**config.mk**
```make
export PLATFORM = sky130hd
export DESIGN_NAME = noc_outport_arbiter_flat
export DESIGN_NICKNAME = d
export VERILOG_FILES = /design/src/rtl/noc_outport_arbiter_pkg.sv /design/src/rtl/noc_outport_arbiter_if.sv /design/src/rtl/noc_outport_arbiter_credit_counter.sv /design/src/rtl/noc_outport_arbiter.sv /design/src/flat_wrapper.sv
export SDC_FILE = /design/constraint.sdc
export NUM_CORES = 1
export LEC_CHECK = 0
export CAP_MARGIN = 20
export CORE_MARGIN = 2
export CORE_UTILIZATION = 45
export CTS_BUF_LIST = sky130_fd_sc_hd__clkbuf_8 sky130_fd_sc_hd__clkbuf_16
export CTS_CLUSTER_DIAMETER = 150
export DETAILED_ROUTE_END_ITERATION = 6
export PLACE_DENSITY = 0.74
export SETUP_SLACK_MARGIN = 0.5
export SLEW_MARGIN = 25
export SYNTH_ARGS = -nofsm -noshare
export SYNTH_HDL_FRONTEND = slang
export SYNTH_SLANG_ARGS = --single-unit
```
**constraint.sdc**
```tcl
create_clock -name clk -period 7.5 [get_ports clk]
set_clock_uncertainty 0.05 [all_clocks]
set_input_delay 1.5 -clock clk [delete_from_list [all_inputs] [get_ports clk]]
set_output_delay 1.5 -clock clk [all_outputs]
set_load 0.01 [all_outputs]
```
**src/rtl/noc_outport_arbiter_pkg.sv**
```systemverilog
// Shared definitions for the NoC output-port scheduler.
//   NOC_NUM_PORTS : default requester count (N, E, S, W, local)
//   port_idx_t    : index into the requester vector
//   arb_state_t   : wormhole arbiter state
//   PORT_*        : named requester indices
package noc_pkg;

  localparam int NOC_NUM_PORTS = 5;

  typedef logic [$clog2(NOC_NUM_PORTS)-1:0] port_idx_t;

  typedef enum logic {
    ARB_IDLE,
    ARB_LOCKED
  } arb_state_t;

  localparam port_idx_t PORT_N     = 3'd0;
  localparam port_idx_t PORT_E     = 3'd1;
  localparam port_idx_t PORT_S     = 3'd2;
  localparam port_idx_t PORT_W     = 3'd3;
  localparam port_idx_t PORT_LOCAL = 3'd4;

endpackage

```
**src/rtl/noc_outport_arbiter_if.sv**
```systemverilog
// Handshake bundle between the router input side and one output-port
// scheduler.
//   req_i/tail_i/credit_ret_i : driven by input buffers / downstream link
//   grant_o/flit_sent_o       : crossbar select and transfer strobe
//   locked_o                  : channel owned by a packet in progress
//   credit_*/overflow_err_o   : downstream credit state
// Modports: master = requester/link side, slave = the scheduler.
interface noc_outport_arbiter_if #(
  parameter int NUM_PORTS = 5,
  parameter int BUF_DEPTH = 4
);
  localparam int CW = $clog2(BUF_DEPTH + 1);

  logic [NUM_PORTS-1:0] req_i;
  logic [NUM_PORTS-1:0] tail_i;
  logic                 credit_ret_i;
  logic [NUM_PORTS-1:0] grant_o;
  logic                 flit_sent_o;
  logic                 locked_o;
  logic                 credit_en_o;
  logic [CW-1:0]        credit_cnt_o;
  logic                 overflow_err_o;

  modport master (
    output req_i, tail_i, credit_ret_i,
    input  grant_o, flit_sent_o, locked_o, credit_en_o, credit_cnt_o,
           overflow_err_o
  );

  modport slave (
    input  req_i, tail_i, credit_ret_i,
    output grant_o, flit_sent_o, locked_o, credit_en_o, credit_cnt_o,
           overflow_err_o
  );
endinterface

```
**src/rtl/noc_outport_arbiter_credit_counter.sv**
```systemverilog
// Saturating downstream credit counter.
//   clk, rst       : clock, asynchronous active-low reset
//   incr_i         : downstream returned one slot
//   decr_i         : a flit was sent this cycle (only when count > 0)
//   credit_en_o    : count != 0
//   credit_cnt_o   : current count, resets to BUF_DEPTH
//   overflow_err_o : sticky, set by a return while already full
module noc_credit_counter #(
  parameter int BUF_DEPTH = 4,
  parameter int CW        = $clog2(BUF_DEPTH + 1)
) (
  input  logic          clk,
  input  logic          rst,
  input  logic          incr_i,
  input  logic          decr_i,
  output logic          credit_en_o,
  output logic [CW-1:0] credit_cnt_o,
  output logic          overflow_err_o
);

  localparam logic [CW-1:0] FULL = CW'(BUF_DEPTH);

  logic [CW-1:0] cnt;
  logic          err;

  always_ff @(posedge clk or negedge rst) begin
    if (!rst) begin
      cnt <= FULL;
      err <= 1'b0;
    end else begin
      unique case ({incr_i, decr_i})
        2'b10: begin
          if (cnt == FULL) err <= 1'b1;
          else             cnt <= cnt + 1'b1;
        end
        2'b01:   cnt <= cnt - 1'b1;
        default: cnt <= cnt;
      endcase
    end
  end

  assign credit_en_o    = (cnt != '0);
  assign credit_cnt_o   = cnt;
  assign overflow_err_o = err;

endmodule

```
**src/rtl/noc_outport_arbiter.sv**
```systemverilog
// Output-port scheduler for one NoC router output channel.
// Round-robin arbitration over NUM_PORTS requesters with wormhole locking:
// a requester granted a non-tail flit owns the channel until its tail flit.
// Every transfer is gated on downstream credit.
//   clk, rst : clock, asynchronous active-low reset
//   bus      : slave side of noc_outport_arbiter_if (requests, tails,
//              credit returns in; grant, status and credit state out)
module noc_outport_arbiter
  import noc_pkg::*;
#(
  parameter int NUM_PORTS = NOC_NUM_PORTS,
  parameter int BUF_DEPTH = 4
) (
  input  logic                   clk,
  input  logic                   rst,
  noc_outport_arbiter_if.slave   bus
);

  localparam int CW = $clog2(BUF_DEPTH + 1);
  localparam int PW = (NUM_PORTS > 1) ? $clog2(NUM_PORTS) : 1;

  arb_state_t           state;
  logic [PW-1:0]        rr_ptr;
  logic [PW-1:0]        owner;

  logic [PW-1:0]        winner;
  logic                 found;
  logic [PW-1:0]        cand;
  int unsigned          pos;
  logic [NUM_PORTS-1:0] grant;
  logic                 credit_en;
  logic [CW-1:0]        credit_cnt;
  logic                 overflow_err;
  logic                 sent;

  function automatic logic [PW-1:0] next_port(input logic [PW-1:0] p);
    return (32'(p) == NUM_PORTS - 1) ? '0 : p + 1'b1;
  endfunction

  // First requester at or after rr_ptr, wrapping modulo NUM_PORTS.
  always_comb begin
    winner = '0;
    found  = 1'b0;
    cand   = '0;
    pos    = 0;
    for (int unsigned i = 0; i < NUM_PORTS; i++) begin
      pos  = (32'(rr_ptr) + i) % NUM_PORTS;
      cand = PW'(pos);
      if (!found && bus.req_i[cand]) begin
        found  = 1'b1;
        winner = cand;
      end
    end
  end

  // Zero-latency grant; reset forces it low regardless of state.
  always_comb begin
    grant = '0;
    if (rst && credit_en) begin
      if (state == ARB_IDLE) begin
        if (found) grant[winner] = 1'b1;
      end else if (bus.req_i[owner]) begin
        grant[owner] = 1'b1;
      end
    end
  end

  assign sent = |grant;

  always_ff @(posedge clk or negedge rst) begin
    if (!rst) begin
      state  <= ARB_IDLE;
      rr_ptr <= '0;
      owner  <= '0;
    end else begin
      unique case (state)
        ARB_IDLE: begin
          if (sent) begin
            if (bus.tail_i[winner]) begin
              rr_ptr <= next_port(winner);
            end else begin
              owner <= winner;
              state <= ARB_LOCKED;
            end
          end
        end
        ARB_LOCKED: begin
          if (sent && bus.tail_i[owner]) begin
            rr_ptr <= next_port(owner);
            state  <= ARB_IDLE;
          end
        end
        default: state <= ARB_IDLE;
      endcase
    end
  end

  noc_credit_counter #(
    .BUF_DEPTH (BUF_DEPTH),
    .CW        (CW)
  ) u_credit (
    .clk            (clk),
    .rst            (rst),
    .incr_i         (bus.credit_ret_i),
    .decr_i         (sent),
    .credit_en_o    (credit_en),
    .credit_cnt_o   (credit_cnt),
    .overflow_err_o (overflow_err)
  );

  assign bus.grant_o        = grant;
  assign bus.flit_sent_o    = sent;
  assign bus.locked_o       = (state == ARB_LOCKED);
  assign bus.credit_en_o    = credit_en;
  assign bus.credit_cnt_o   = credit_cnt;
  assign bus.overflow_err_o = overflow_err;

endmodule

```
**src/flat_wrapper.sv**
```systemverilog
// flat-port wrapper written by rule: the top's interface ports become plain ports
module noc_outport_arbiter_flat import noc_pkg::*;
#(
  parameter int NUM_PORTS = NOC_NUM_PORTS,
  parameter int BUF_DEPTH = 4
)
  (clk, rst, bus_req_i, bus_tail_i, bus_credit_ret_i, bus_grant_o, bus_flit_sent_o, bus_locked_o, bus_credit_en_o, bus_credit_cnt_o, bus_overflow_err_o);
  noc_outport_arbiter_if #(.NUM_PORTS(NUM_PORTS), .BUF_DEPTH(BUF_DEPTH)) bus_i ();
  input  logic clk;
  input  logic rst;
  input wire logic [$bits(bus_i.req_i)-1:0] bus_req_i;
  input wire logic [$bits(bus_i.tail_i)-1:0] bus_tail_i;
  input wire logic [$bits(bus_i.credit_ret_i)-1:0] bus_credit_ret_i;
  output wire logic [$bits(bus_i.grant_o)-1:0] bus_grant_o;
  output wire logic [$bits(bus_i.flit_sent_o)-1:0] bus_flit_sent_o;
  output wire logic [$bits(bus_i.locked_o)-1:0] bus_locked_o;
  output wire logic [$bits(bus_i.credit_en_o)-1:0] bus_credit_en_o;
  output wire logic [$bits(bus_i.credit_cnt_o)-1:0] bus_credit_cnt_o;
  output wire logic [$bits(bus_i.overflow_err_o)-1:0] bus_overflow_err_o;
  assign bus_i.req_i = bus_req_i;
  assign bus_i.tail_i = bus_tail_i;
  assign bus_i.credit_ret_i = bus_credit_ret_i;
  assign bus_grant_o = bus_i.grant_o;
  assign bus_flit_sent_o = bus_i.flit_sent_o;
  assign bus_locked_o = bus_i.locked_o;
  assign bus_credit_en_o = bus_i.credit_en_o;
  assign bus_credit_cnt_o = bus_i.credit_cnt_o;
  assign bus_overflow_err_o = bus_i.overflow_err_o;
  noc_outport_arbiter #(.NUM_PORTS(NUM_PORTS), .BUF_DEPTH(BUF_DEPTH)) u_core (.clk(clk), .rst(rst), .bus(bus_i));
endmodule
```
==> impl_metrics.prom <==
# TYPE chip_impl_metric gauge
chip_impl_metric{name="cells_after_synth",unit=""} 357
chip_impl_info{name="crit_type",value="reg -> out"} 1
chip_impl_metric{name="dp.final_hpwl",unit="mm"} 5.679
chip_impl_metric{name="total_nets_final",unit=""} 411
chip_impl_metric{name="cts_buffer_depth",unit=""} 2
chip_impl_metric{name="detailedRoute.firstIterationViolations",unit=""} 195
chip_impl_metric{name="finalMaxSlewViolations",unit=""} 0
chip_impl_metric{name="avgViaCountPerCell",unit=""} 6.334
chip_impl_metric{name="die_h",unit="µm"} 82.50
chip_impl_metric{name="hold-worst-slack",unit="ns"} 0.4164
chip_impl_metric{name="fillers",unit=""} 563
chip_impl_metric{name="ctsHoldBuffers",unit=""} 0
chip_impl_metric{name="timing.final.hold_violations",unit=""} 0
chip_impl_metric{name="core.rowCount",unit=""} 28
chip_impl_metric{name="synth_cell_types",unit=""} 80
chip_impl_metric{name="clk_pin_slew_worst_paths",unit="ns"} 0.05
chip_impl_metric{name="wl_per_cell",unit="µm"} 16.70
chip_impl_metric{name="placed_instance_count",unit=""} 440
chip_impl_metric{name="coreArea",unit="µm²"} 5921
chip_impl_metric{name="floorplan.die_area",unit="µm²"} 6805
chip_impl_info{name="root_cell_of_the_clock_tree",value="clkbuf_8"} 1
chip_impl_metric{name="count_of_flip_flops_with_a_built_in_enable_after_synthesis",unit=""} 0
chip_impl_metric{name="flops_latches_synth",unit=""} 11
chip_impl_metric{name="layout-drive-gt1-share",unit="%"} 16.31
chip_impl_metric{name="gp_congestion",unit=""} 0.9550
chip_impl_metric{name="finalWorstPathRequiredPeriod",unit="ns"} 6.783
chip_impl_metric{name="yosysWarnings",unit=""} 0
chip_impl_metric{name="final_antenna_net_count",unit=""} 0
chip_impl_metric{name="max_cap_violations",unit=""} 0
chip_impl_metric{name="boundaryPins",unit=""} 25
chip_impl_metric{name="globalRoute.totalOverflow",unit=""} 0
chip_impl_metric{name="synth_seq_area_share",unit="%"} 9.973
chip_impl_metric{name="synthesis.area",unit="µm²"} 2773
chip_impl_metric{name="io_buffer_count",unit=""} 24
chip_impl_metric{name="logic_depth_of_the_worst_register_to_register_path",unit=""} 24
chip_impl_info{name="rsz0062_at_grt",value="no"} 1
chip_impl_info{name="r2r-end",value="u_core.u_credit.credit_cnt_o[2]"} 1
chip_impl_info{name="reg2reg_from",value="u_core.rr_ptr[1]"} 1
chip_impl_info{name="tritoncts",value="done"} 1
chip_impl_metric{name="timing.critical_path.fanout_max",unit=""} 11
chip_impl_metric{name="global_route.usage.total",unit="%"} 22.26
chip_impl_metric{name="async_flop_share",unit="%"} 100.0
chip_impl_metric{name="grt_first_pass_wirelength",unit="mm"} 12.04
chip_impl_metric{name="final_cell_count_no_fill",unit=""} 449
chip_impl_info{name="cp-end-kind",value="output port"} 1
chip_impl_metric{name="fmax",unit="MHz"} 147.4
chip_impl_info{name="timing.hold.worst.class",value="reg -> reg"} 1
chip_impl_metric{name="cts-buffers-inserted",unit=""} 3
chip_impl_metric{name="die_w",unit="µm"} 82.50
chip_impl_metric{name="worst-slew-pin-transition",unit="ns"} 0.5556
chip_impl_info{name="synth-main-ff-cell",value="dfrtp_1"} 1
chip_impl_metric{name="crit_arrival",unit="ns"} 5.23
chip_impl_info{name="setup.worst_path.start_class",value="register"} 1
chip_impl_info{name="post_synth_main_area_contributors",value="ha_1 (9.9%), dfrtp_1 (9.0%), mux2i_1 (8.7%), nand2_1 (4.2%), a21oi_1 (3.2%)"} 1
chip_impl_metric{name="seqCellArea",unit="µm²"} 279.0
chip_impl_metric{name="synth_top_cell_area_share",unit="%"} 9.928
chip_impl_metric{name="report.final.setup_viol",unit=""} 0
chip_impl_metric{name="worstSkewPairLatency",unit="ns"} 0.23
chip_impl_info{name="synth_top_cell_by_area",value="ha_1"} 1
chip_impl_metric{name="clock-sinks",unit=""} 11
chip_impl_metric{name="htree_num_levels",unit=""} 1
chip_impl_info{name="crit_start",value="u_core.rr_ptr[1]"} 1
chip_impl_metric{name="areaGrowthSynthToFinish",unit="%"} 17.01
chip_impl_metric{name="routed-via-count",unit=""} 2844
chip_impl_metric{name="relSlewSlack",unit="%"} 62.62
chip_impl_metric{name="crit_required",unit="ns"} 5.95
chip_impl_metric{name="antenna_found_initial",unit=""} 0
chip_impl_metric{name="antenna_cells_inserted",unit=""} 0
chip_impl_metric{name="number_of_iterations_in_the_first_detailed_routing_pass",unit=""} 5
chip_impl_metric{name="detail_route.drc_violations",unit=""} 0
chip_impl_metric{name="rrSetupSlack",unit="ns"} 1.65
chip_impl_metric{name="initial_core_utilization",unit="%"} 46.83
chip_impl_metric{name="postLayoutCoreUtil",unit="%"} 54.80
chip_impl_metric{name="grt_pass1_vias",unit=""} 2571
chip_impl_metric{name="final_tns_setup",unit="ns"} 0
chip_impl_info{name="run_status",value="completed"} 1
chip_impl_metric{name="multiInputGateArea",unit="µm²"} 2411
chip_impl_metric{name="maximum_number_of_pins_on_one_net_before_global_route_repair",unit=""} 33
chip_impl_info{name="worst_setup_path_endpoint",value="bus_grant_o[3]"} 1
chip_impl_metric{name="synth.avg_cell_area",unit="µm²"} 7.767
chip_impl_metric{name="postSynthNetCount",unit=""} 393
chip_impl_metric{name="routed_wirelength",unit="mm"} 7.500
chip_impl_metric{name="finalCritPeriodShare",unit="%"} 90.44
[area by class of cell]
| class | instances | share of cell area, % |
|---|---|---|
| Sequential cell | 11 | 8.600 |
| Clock inverter | 1 | 0.1157 |
| Inverter | 22 | 2.700 |
| Timing Repair Buffer | 35 | 10.10 |
| Clock buffer | 3 | 1.273 |
| Tap cell | 75 | 2.892 |
| Multi-Input combinational cell | 302 | 74.32 |
[registers in the layout, indices dropped and copies added, names as in the netlist]
name,cells
u_core.bus.locked_o,1
u_core.u_credit.overflow_err_o,1
u_core.owner,3
u_core.rr_ptr,3
u_core.u_credit.credit_cnt_o,3
[placed cells by master, fill, tap and decap left out, types with 5 or more instances in the layout]
cell type	count
xnor2_1	6
inv_1	21
nor2_1	22
or3_1	6
o22ai_1	5
mux2i_1	23
ha_1	20
clkdlybuf4s50_1	22
nand2_1	30
buf_4	11
o21ai_0	13
a22oi_1	6
mux2_2	5
a21oi_1	17
nand2b_1	9
nor3_1	15
nand4_1	6
o21a_1	6
dfrtp_1	8
nor2b_1	7
and2_1	6
[through the flow]
stage / area [µm²] / worst slack, ns
6_report: 3244 / 0.7167
5_1_grt: 3244 / 0.4897
4_1_cts: 3152 / 0.4773
3_5_place_dp: 3033 / 0.2569
3_3_place_gp: 3033 / 0.5048
2_1_floorplan: 2773 / 1.063
[critical path, stage by stage, from the launching register on]
cell and delay, ns:
dfrtp_2 0.44, inv_6 0.11, ha_2 0.18, inv_1 0.08, ha_4 0.32, inv_1 0.08
ha_1 0.23, nor3_4 0.19, or3_1 0.17, nand2_1 0.15, ha_1 0.24, nand2b_1 0.17
a2bb2oi_4 0.22, mux2_2 0.39, mux2i_2 0.23, o311ai_4 0.22, o311ai_4 0.36, nand2_2 0.09
buf_4 0.18, o31ai_1 0.33, clkdlybuf4s50_1 0.60
[how the worst min path moves through the flow]
stage,startpoint,end,slack [ns],depth (start not counted)
finish,u_core.u_credit.overflow_err_o,u_core.u_credit.overflow_err_o,0.42,1
global route,u_core.u_credit.overflow_err_o,u_core.u_credit.overflow_err_o,0.46,1
CTS,u_core.u_credit.overflow_err_o,u_core.u_credit.overflow_err_o,0.42,1
detailed placement,u_core.u_credit.overflow_err_o,u_core.u_credit.overflow_err_o,0.41,1
global placement,u_core.u_credit.overflow_err_o,u_core.u_credit.overflow_err_o,0.41,1
floorplan,u_core.u_credit.overflow_err_o,u_core.u_credit.overflow_err_o,0.45,1
[Yosys cell counts, types with 4 or more instances]
master and number:
or3_1 6, nor3_1 18, and2_1 6, a21oi_1 18, dfrtp_1 10, nor2b_1 7
nand2b_1 9, buf_2 5, a22oi_1 6, clkbuf_1 11, o22ai_1 5, mux2i_1 24
nand4_1 6, nand3_1 4, and3_1 4, nand2_1 31, o21ai_0 14, mux2_2 5
or2_2 4, inv_1 20, o21a_1 6, nor2_1 22, ha_1 22, xnor2_1 6
[metal layers]
metal  routed length, µm  GRT usage [%]
met5                   0              0
met4                  49          4.098
met3                 321         0.7609
met2                3777          39.60
met1                3350          30.24
[cell families after synthesis]
group | after synthesis | synth area share, %
flops | 11 | 9.973
xor+xnor | 8 | 2.798
mux | 35 | 13.49
compound gates | 95 | 27.80
fa+ha+maj | 23 | 10.65
simple gates | 141 | 28.02
buf+inv | 44 | 7.265
[timing repair]
action / CTS / global route
resized for setup: 12 / 16
pin swaps: 1 / 2
endpoints found under the setup margin: 6 / 6
setup buffers: 2 / 3
Power is not shown: default switching activity piles up to over one toggle a cycle in this logic, so the estimate is an artifact.
==> RTL change (same settings) <==
`NOC_NUM_PORTS`: 5 -> 6.
--- a/src/rtl/noc_outport_arbiter_pkg.sv
+++ b/src/rtl/noc_outport_arbiter_pkg.sv
@@ -5,7 +5,7 @@
 //   PORT_*        : named requester indices
 package noc_pkg;
 
-  localparam int NOC_NUM_PORTS = 5;
+  localparam int NOC_NUM_PORTS = 6;
 
   typedef logic [$clog2(NOC_NUM_PORTS)-1:0] port_idx_t;
 
Interface: changed (resized bus_grant_o, bus_req_i and bus_tail_i); port bits go from 25 to 28. The function was not compared with the original's and may differ.
==> RTL change against the original RTL <==
Count of clock-buffer cells in the layout unchanged; sequential cell count unchanged; global-route usage fell by 0.93 points; synthesized area decreased by 23%; design area shrank 24%; setup slack worse by 0.031 ns; wire length shrank 26%; fmax shrank 0.46%; synthesized cell count shrank 24%; critical endpoint is now bus_flit_sent_o; largest cell class unchanged.
Power is left out: the tool's default activity adds up to more than one toggle a clock period on the data nets, which glitch-free logic cannot reach.
==> RTL change: results <==
{
  "first_global_vias": 1963,
  "synth-seq-cells": 11,
  "crit_family": "simple AND/OR/NAND/NOR gates",
  "nets": 313,
  "dr.pass1.iters": 5,
  "slowest_stage": "clkdlybuf4s50_1",
  "wirelength_met1_um": 2537,
  "multi_input_gates": 227,
  "synth_area_leaders": "dfrtp_1, mux2i_1, ha_1, a21oi_1, nor2_1",
  "synthDistinctLibCells": 81,
  "whs_path_depth": 1,
  "final-seq-area_um2": 276.5,
  "met2_usage_pct": 35.05,
  "synth_flop_cell": "dfrtp_1",
  "path_max_fanout": 8,
  "reg2reg_depth": 22,
  "n_antenna_cell": 0,
  "seq_area_frac_synth_pct": 12.97,
  "r2r_slack_ns": 2.00,
  "nonClkBufAreaFrac_pct": 11.26,
  "async_reset_ff_share_pct": 100.0,
  "gp_congestion": 0.9145,
  "clk_share_pct": 1.826,
  "top_layer": "met4",
  "grt_pass1_wl_um": 9087,
  "dp_hpwl_um": 4302,
  "clkTransAtPathRegs_ns": 0.04,
  "yosysWarnings": 0,
  "clockRootBuffer": "clkbuf_8",
  "multiInputGateArea_um2": 1737,
  "num-nonclk-inverters": 16,
  "use_met3_pct": 1.657,
  "wirelength_um": 5577,
  "grtUsageMet1_pct": 29.21,
  "relSlewSlack_pct": 56.29,
  "netlist_top_cells_count": "nor2_1, nand2_1, a21oi_1",
  "clockBufferDepth": 2,
  "status": "finished, final reports clean",
  "nNonClkBuffers": 28,
  "antenna_found_initial": 0,
  "route.met2.wl_um": 2668,
  "wl_met3_um": 283,
  "synth_nets": 296,
  "cpPeakStageDelay_ns": 0.53,
  "grt_usage_pct": 21.33,
  "arrival_ns": 5.26,
  "drt_iter0_drc": 150,
  "fill_cells": 432,
  "cts_setup_buffers": 0,
  "fin_tns_setup_ns": 0,
  "io_buffers": 27,
  "drive_gt1_share_pct": 14.69,
  "vias_per_cell": 6.435,
  "grt_max_degree": 24
}
-- RTL change: changes by cell type after synthesis, moves of 5 or more --
cell      change
nand2b_1      -5
xnor2_1       -5
ha_1         -12
nor3_1       -13
o21a_1        -5
nor2b_1       +6
inv_1         -7
mux2i_1       -8
nand2_1      -12
nand3_1       +9
-- RTL change: metrics by stage --
step | instances | setup slack [ns] | utilization, % | hold WS (ns) | cell area, um2
floorplan | 270 | 2.007 | - | 0.4532 | 2132
global placement | 336 | 0.5438 | 51.65 | 0.4086 | 2391
detailed placement | 336 | 0.5159 | 51.65 | 0.4125 | 2391
CTS | 340 | 0.6190 | 52.65 | 0.4257 | 2437
global route | 340 | 0.5102 | 53.27 | 0.4603 | 2466
finish | 340 | 0.6857 | 53.27 | 0.4229 | 2466
-- RTL change: worst paths after layout --
check	to	start
max in group asynchronous	u_core.u_credit.credit_cnt_o[2]	rst
min in group asynchronous	u_core.owner[2]	rst
min reg2reg	u_core.u_credit.overflow_err_o	u_core.u_credit.overflow_err_o
max	bus_flit_sent_o	bus_req_i[2]
max reg2reg	u_core.u_credit.credit_cnt_o[1]	u_core.rr_ptr[2]
min	u_core.u_credit.overflow_err_o	u_core.u_credit.overflow_err_o
-- RTL change: kinds of logic (layout without fill, tap and decap cells) --
group | count (synthesis) | count (layout) | synth area share, %
AND/OR/NAND/NOR | 101 | 101 | 25.88
AO/OA/AOI/OAI | 81 | 81 | 29.34
buffers and inverters | 32 | 48 | 6.983
multiplexers | 30 | 30 | 16.02
adder cells (fa/ha/maj) | 11 | 11 | 6.808
flip-flops | 11 | 11 | 12.97
XOR/XNOR | 4 | 4 | 1.996
-- RTL change: timing repair --
action	in CTS	in global routing
resized for setup	1	5
setup endpoints to repair	1	1
hold buffers	0	0
